`src/rtl/user_input_irq_ctrl.sv`:
```
// Avalon-MM key/switch input block: 2-FF sync, debounce, edge capture and one level irq.
// Build option: define USER_INPUT_DEBOUNCE_EN for counter-based debounce; otherwise stable = synced input.
module user_input_irq_ctrl #(
  parameter int          N_KEYS          = 4,
  parameter int          N_SW            = 4,
  parameter int          DEBOUNCE_CYCLES = 50000,
  parameter int          CNT_W           = 16,
  parameter logic [31:0] RST_STATE       = 32'hF
) (
  input  logic                clk_clk,
  input  logic                reset_reset,
  input  logic [1:0]          avs_address,
  input  logic                avs_read,
  input  logic                avs_write,
  input  logic [31:0]         avs_writedata,
  output logic [31:0]         avs_readdata,
  input  logic [N_KEYS-1:0]   keys_in,
  input  logic [N_SW-1:0]     switches_in,
  output logic                irq
);

  localparam int N = N_KEYS + N_SW;
  localparam logic [N-1:0] RST_V = RST_STATE[N-1:0];

  if (N > 32) begin : g_bad_width
    $error("N_KEYS + N_SW must not exceed 32");
  end
  if ((2 ** CNT_W) <= DEBOUNCE_CYCLES) begin : g_bad_cnt
    $error("CNT_W too narrow for DEBOUNCE_CYCLES");
  end

  logic [N-1:0] raw, sync_p0, sync_p1, stable, stable_d;
  logic [N-1:0] rise, fall, hit;
  logic [N-1:0] mask_q, edge_q, edgesel_q;
  logic [N-1:0] wdata, clr;
  logic         wr_mask, wr_edge, wr_edgesel;
  logic [31:0]  rd_mux;

  assign raw = {switches_in, keys_in};

  // Stage p0/p1: two-flop synchroniser for asynchronous pins
  always_ff @(posedge clk_clk or posedge reset_reset) begin
    if (reset_reset) begin
      sync_p0 <= RST_V;
      sync_p1 <= RST_V;
    end else begin
      sync_p0 <= raw;
      sync_p1 <= sync_p0;
    end
  end

`ifdef USER_INPUT_DEBOUNCE_EN
  localparam logic [CNT_W-1:0] CNT_LAST = CNT_W'(DEBOUNCE_CYCLES - 1);
  logic [CNT_W-1:0] cnt [N];

  // Debounce: a level is accepted only after it disagrees with stable for DEBOUNCE_CYCLES cycles
  always_ff @(posedge clk_clk or posedge reset_reset) begin
    if (reset_reset) begin
      stable <= RST_V;
      for (int i = 0; i < N; i++) cnt[i] <= '0;
    end else begin
      for (int i = 0; i < N; i++) begin
        if (sync_p1[i] == stable[i]) begin
          cnt[i] <= '0;
        end else if (cnt[i] == CNT_LAST) begin
          stable[i] <= sync_p1[i];
          cnt[i]    <= '0;
        end else begin
          cnt[i] <= cnt[i] + 1'b1;
        end
      end
    end
  end
`else
  assign stable = sync_p1;
`endif

  assign rise = stable & ~stable_d;
  assign fall = ~stable & stable_d;
  assign hit  = (edgesel_q & rise) | (~edgesel_q & fall);

  assign wdata      = avs_writedata[N-1:0];
  assign wr_mask    = avs_write && (avs_address == 2'd1);
  assign wr_edge    = avs_write && (avs_address == 2'd2);
  assign wr_edgesel = avs_write && (avs_address == 2'd3);
  assign clr        = wr_edge ? wdata : '0;

  if (N < 32) begin : g_unused
    logic unused_wdata;
    assign unused_wdata = ^avs_writedata[31:N];
  end

  always_comb begin
    rd_mux = '0;
    case (avs_address)
      2'd0:    rd_mux[N-1:0] = stable;
      2'd1:    rd_mux[N-1:0] = mask_q;
      2'd2:    rd_mux[N-1:0] = edge_q;
      default: rd_mux[N-1:0] = edgesel_q;
    endcase
  end

  // Stage p2: edge history, register file, capture, irq and read port
  always_ff @(posedge clk_clk or posedge reset_reset) begin
    if (reset_reset) begin
      stable_d     <= RST_V;
      mask_q       <= '0;
      edge_q       <= '0;
      edgesel_q    <= '0;
      irq          <= 1'b0;
      avs_readdata <= '0;
    end else begin
      stable_d <= stable;
      if (wr_mask)    mask_q    <= wdata;
      if (wr_edgesel) edgesel_q <= wdata;
      // A new hit overrides a simultaneous write-1-to-clear
      edge_q <= hit | (edge_q & ~clr);
      irq    <= |(edge_q & mask_q);
      if (avs_read) avs_readdata <= rd_mux;
    end
  end

endmodule

```
`config.mk`:
```
export PLATFORM = sky130hd
export DESIGN_NAME = user_input_irq_ctrl
export DESIGN_NICKNAME = d
export VERILOG_FILES = /design/src/rtl/user_input_irq_ctrl.sv
export SDC_FILE = /design/constraint.sdc
export NUM_CORES = 1
export LEC_CHECK = 0
export BUFFER_PORTS_ARGS = -buffer_cell sky130_fd_sc_hd__buf_4
export CELL_PAD_IN_SITES_DETAIL_PLACEMENT = 0
export CELL_PAD_IN_SITES_GLOBAL_PLACEMENT = 1
export CORE_MARGIN = 4
export CORE_UTILIZATION = 45
export CTS_BUF_LIST = sky130_fd_sc_hd__clkbuf_8
export DETAILED_ROUTE_END_ITERATION = 12
export PLACE_DENSITY_LB_ADDON = 0.05
export SYNTH_ARGS = -nofsm -noshare
export SYNTH_HDL_FRONTEND = slang
export SYNTH_SLANG_ARGS = --single-unit
```
`constraint.sdc`:
```
create_clock -name clk_clk -period 2.4 [get_ports clk_clk]
set_input_delay 0.24 -clock clk_clk [delete_from_list [all_inputs] [get_ports clk_clk]]
set_output_delay 0.24 -clock clk_clk [all_outputs]
set_load 0.02 [all_outputs]
```
==> impl_results.md <==
- Pwr per Cell Area: 835 nW/µm²
- Power share of the sequential group: just under 50%
- Setup tns final: 0 ns
- Total leakage power: about 0.0013 µW
- Area fraction in compound gates after synthesis: approximately 7.0%
- Vias in the first global route: 1624
- Worst Setup SP: avs_readdata[6]
- Post-synthesis simple-gate area fraction: 11.3%
- Detail Route Antenna Nets: 0
- Total of max-cap violations: 0
- Rows: 26
- Max-slew headroom at the worst pin: around 56%
- Mux cell area share after synthesis: approximately 14%
- Clock transition at the register clock pins on the worst setup and hold paths after CTS: 0.07 ns
- Post-Route WL: 4.93 mm
- Reg-to-reg slack, setup: around 1.3 ns
- Core Footprint: 5240 µm²
- Post-route cell area: around 2900 µm²
- Num ports: a little under 80
- Post-detailed-route via-to-cell ratio: 5.24
- Critical Setup Path Class: reg2out
- Final routed DRC violation total: 0
- Global-route wire length before repair: 8.07 mm
- Critical Path Sink Type: primary output
- Number of diodes: 0
- Number of enable flip-flop cells after synthesis: 0
- Fin. Hold Viols: 0
- Cell Chain, Critical Path: buf_4
- Clock insertion delay at the later pin of the skew report: approximately 0.33 ns
- Cell area reported after detailed placement: approximately 2700 µm²
- Port bufs: 30
- Worst reg2reg startpoint: stable_d[0]
- Non-filler cells, final: around 290
- Critical path required time: around 2.2 ns
- Category of cells accounting for the largest share of critical-path delay: flip-flops
- Maximum frequency from static timing analysis: slightly below 900 MHz
- Proportion of synthesized chip area in sequential cells: about 58%
- Slowest cell on the critical path: dfrtp_1
- Total placed cells including tap cells: 272
- Root Driver: clkbuf_8
- Total design power: approximately 2400 µW
- Total number of yosys warnings: 0
- Yosys cell types: 23
- Total via count after detailed routing: around 1500
- Layout cell share with drive strength beyond 1: 34.1%
- Final worst-path cycle share: a little under half
- Cell type contributing the most total cell area after synthesis: dfrtp_1
- # H-tree levels: 3
- Startpoint kind of the worst setup timing path: flip-flop
- Router iterations before antenna repair: 4
- Maximum number of pins on one net before global-route repair: 31
- Final Slew Violations: 0
- Final GP Congestion: slightly above 0.7
- Final cell utilization of the core: between 50% and 60%
- Full die area: ~6800 µm²
- IR Drop Worst-Case VDD: around 0.4 mV
- Unrepaired setup endpoints after global routing: false
- Final clock skew: roughly 0.011 ns
- Synthesized instance count: between 150 and 200
- Crit path time final: ~1.1 ns
- Initial Utilization: 47.3%
- Crit path buffers/inverters: 1
- Combinational family with the most area after synthesis: multiplexers
- Sw Pwr: around 640 µW
- Post-detailed-route wirelength per cell: about 17 µm
- Tot GR Track Use: ~16%
- Post-Synthesis Cell Area: 2480 µm²
- DRC marker count from the first detailed-route iteration: approximately 100
- Area share of the leading cell type in the synthesized netlist: between 40% and 50%
- Die extent in x: 82.2 µm
- Delay of the slowest critical-path stage: between 0.4 and 0.5 ns
- Number of buffers created by CTS: 9
- Internal power: about 1800 µW
- Path type of the worst min-delay path: in2async
- Final-stage net count: roughly 260
- Combinational power share: 15.1%
- Overflow left after global routing: 0
- Top fanout value on the critical path: 2
- Post-synthesis register bit count: 57
- Xor-xnor portion of the synthesized cell area: 0%
- TritonCTS clock tree: done
- Post-CTS sizing: 0
- Part of the power in the clock network: 36.3%
- Area growth from synthesis to final layout: 17.4%
- Slew of the pin with the lowest slew margin: 0.655 ns
- Clock tree sinks: 57
- Detailed placement HPWL: between 3 and 4 mm
- Adder-cell share of the synthesized area: 0%
- Initial antenna violation count: 0
- Average cell area after synthesis: 13.9 µm²
- Sw Ratio: a little over a quarter
- Final count of negative-setup-slack endpoints: 0
- Maximum clock insertion buffer count: 2
- Status: finished, final reports clean
- Cell types occupying the most area after synthesis: dfrtp_1, dfstp_2, buf_4
- Top flip-flop cell by instance count after synthesis: dfrtp_1
- Async set or reset register ratio after synthesis: 100%
- Chip height: approximately 82 µm
- Data arrival time of the worst path: ~0.90 ns
[cell families (layout without fill, tap and decap cells)]
family | count (synthesis) | in the layout
flops | 57 | 57
buf+inv | 31 | 53
mux | 32 | 32
simple gates | 37 | 37
compound gates | 20 | 20
other cells | 1 | 24
[synthesized netlist by cell type (4+ instances only)]
cell type and n:
dfrtp_1 45, nor3b_1 6, nand4b_1 8, a22oi_1 4
buf_4 26, and3b_1 8, nand2b_1 9, mux2_2 16
dfstp_2 12, o221ai_1 8, a211o_1 6, mux2i_1 16
[flip-flops by register name (all words and copies together) (netlist names)]
register and count:
stable 8, sync_p0 8, irq 1, edgesel_q 8, avs_readdata 8, edge_q 8
mask_q 8, stable_d 8
[per-layer routing]
metal / vias up / global-route usage, % / wire length, µm
met3: 9 / 4.23 / 370
li1: 682 / - / -
met2: 70 / 25.2 / 2300
met5: - / 0 / 0
met4: 0 / 9.14 / 95
met1: 773 / 21.2 / 2170
[worst paths after layout]
| check | end | depth (start not counted) |
|---|---|---|
| setup / recovery | avs_readdata[6] | 1 |
| hold / removal | edge_q[1] | 2 |
| setup reg to reg | edge_q[0] | 2 |
| max in group asynchronous | stable_d[2] | 3 |
| min in group clk_clk | sync_p0[0] | 1 |
| hold reg to reg | stable[5] | 0 |
[cell type report]
class	instances	area [µm²]
clock buffer	11	151
inverter	1	3.75
sequential	57	1440
tap	70	87.6
clock inverter	5	47.5
multi-input combinational	113	883
timing repair buffer	36	295
fill	448	2330
[power by group through the flow]
| stage | Clock (µW) | Sequential [µW] | Combinational, µW |
|---|---|---|---|
| floorplan | 0 | 1200 | 256 |
| CTS | 910 | 1180 | 373 |
| detailed placement | 0 | 1200 | 365 |
| global placement | 0 | 1190 | 357 |
| finish | 883 | 1180 | 368 |
| global route | 961 | 1200 | 403 |
[metrics by stage]
step / hold slack [ns] / worst slack [ns]
final: 0.00423 / 1.26
after global routing: 0.00165 / 1.22
after CTS: 0.00177 / 1.24
after detailed placement: 0.335 / 0.982
after global placement: 0.332 / 0.982
after floorplan: 0.244 / 0.780
[layout by cell type, fill, tap and decap left out, drive strengths merged]
cell and instances:
o221ai 8, nand3b 1, nor2 2, nand4 1, nor3b 6, and3b 8
nand3 1, nand2 1, buf 31, clkinv 2, mux2i 16, dlygate4sd3 5
bufinv 1, inv 3, dfstp 12, dfrtp 45, a221o 2, nand4b 8
conb 24, clkbuf 11, mux2 16, a211o 6, a22oi 4, nand2b 9
[timing repair]
| action | 4_1_cts | 5_1_grt |
|---|---|---|
| hold endpoints to repair | 5 | 0 |
| setup buffers | 0 | 0 |
| endpoints found under the setup margin | 0 | 0 |
| hold buffers | 5 | 0 |
(Power assumes the default switching activity.)
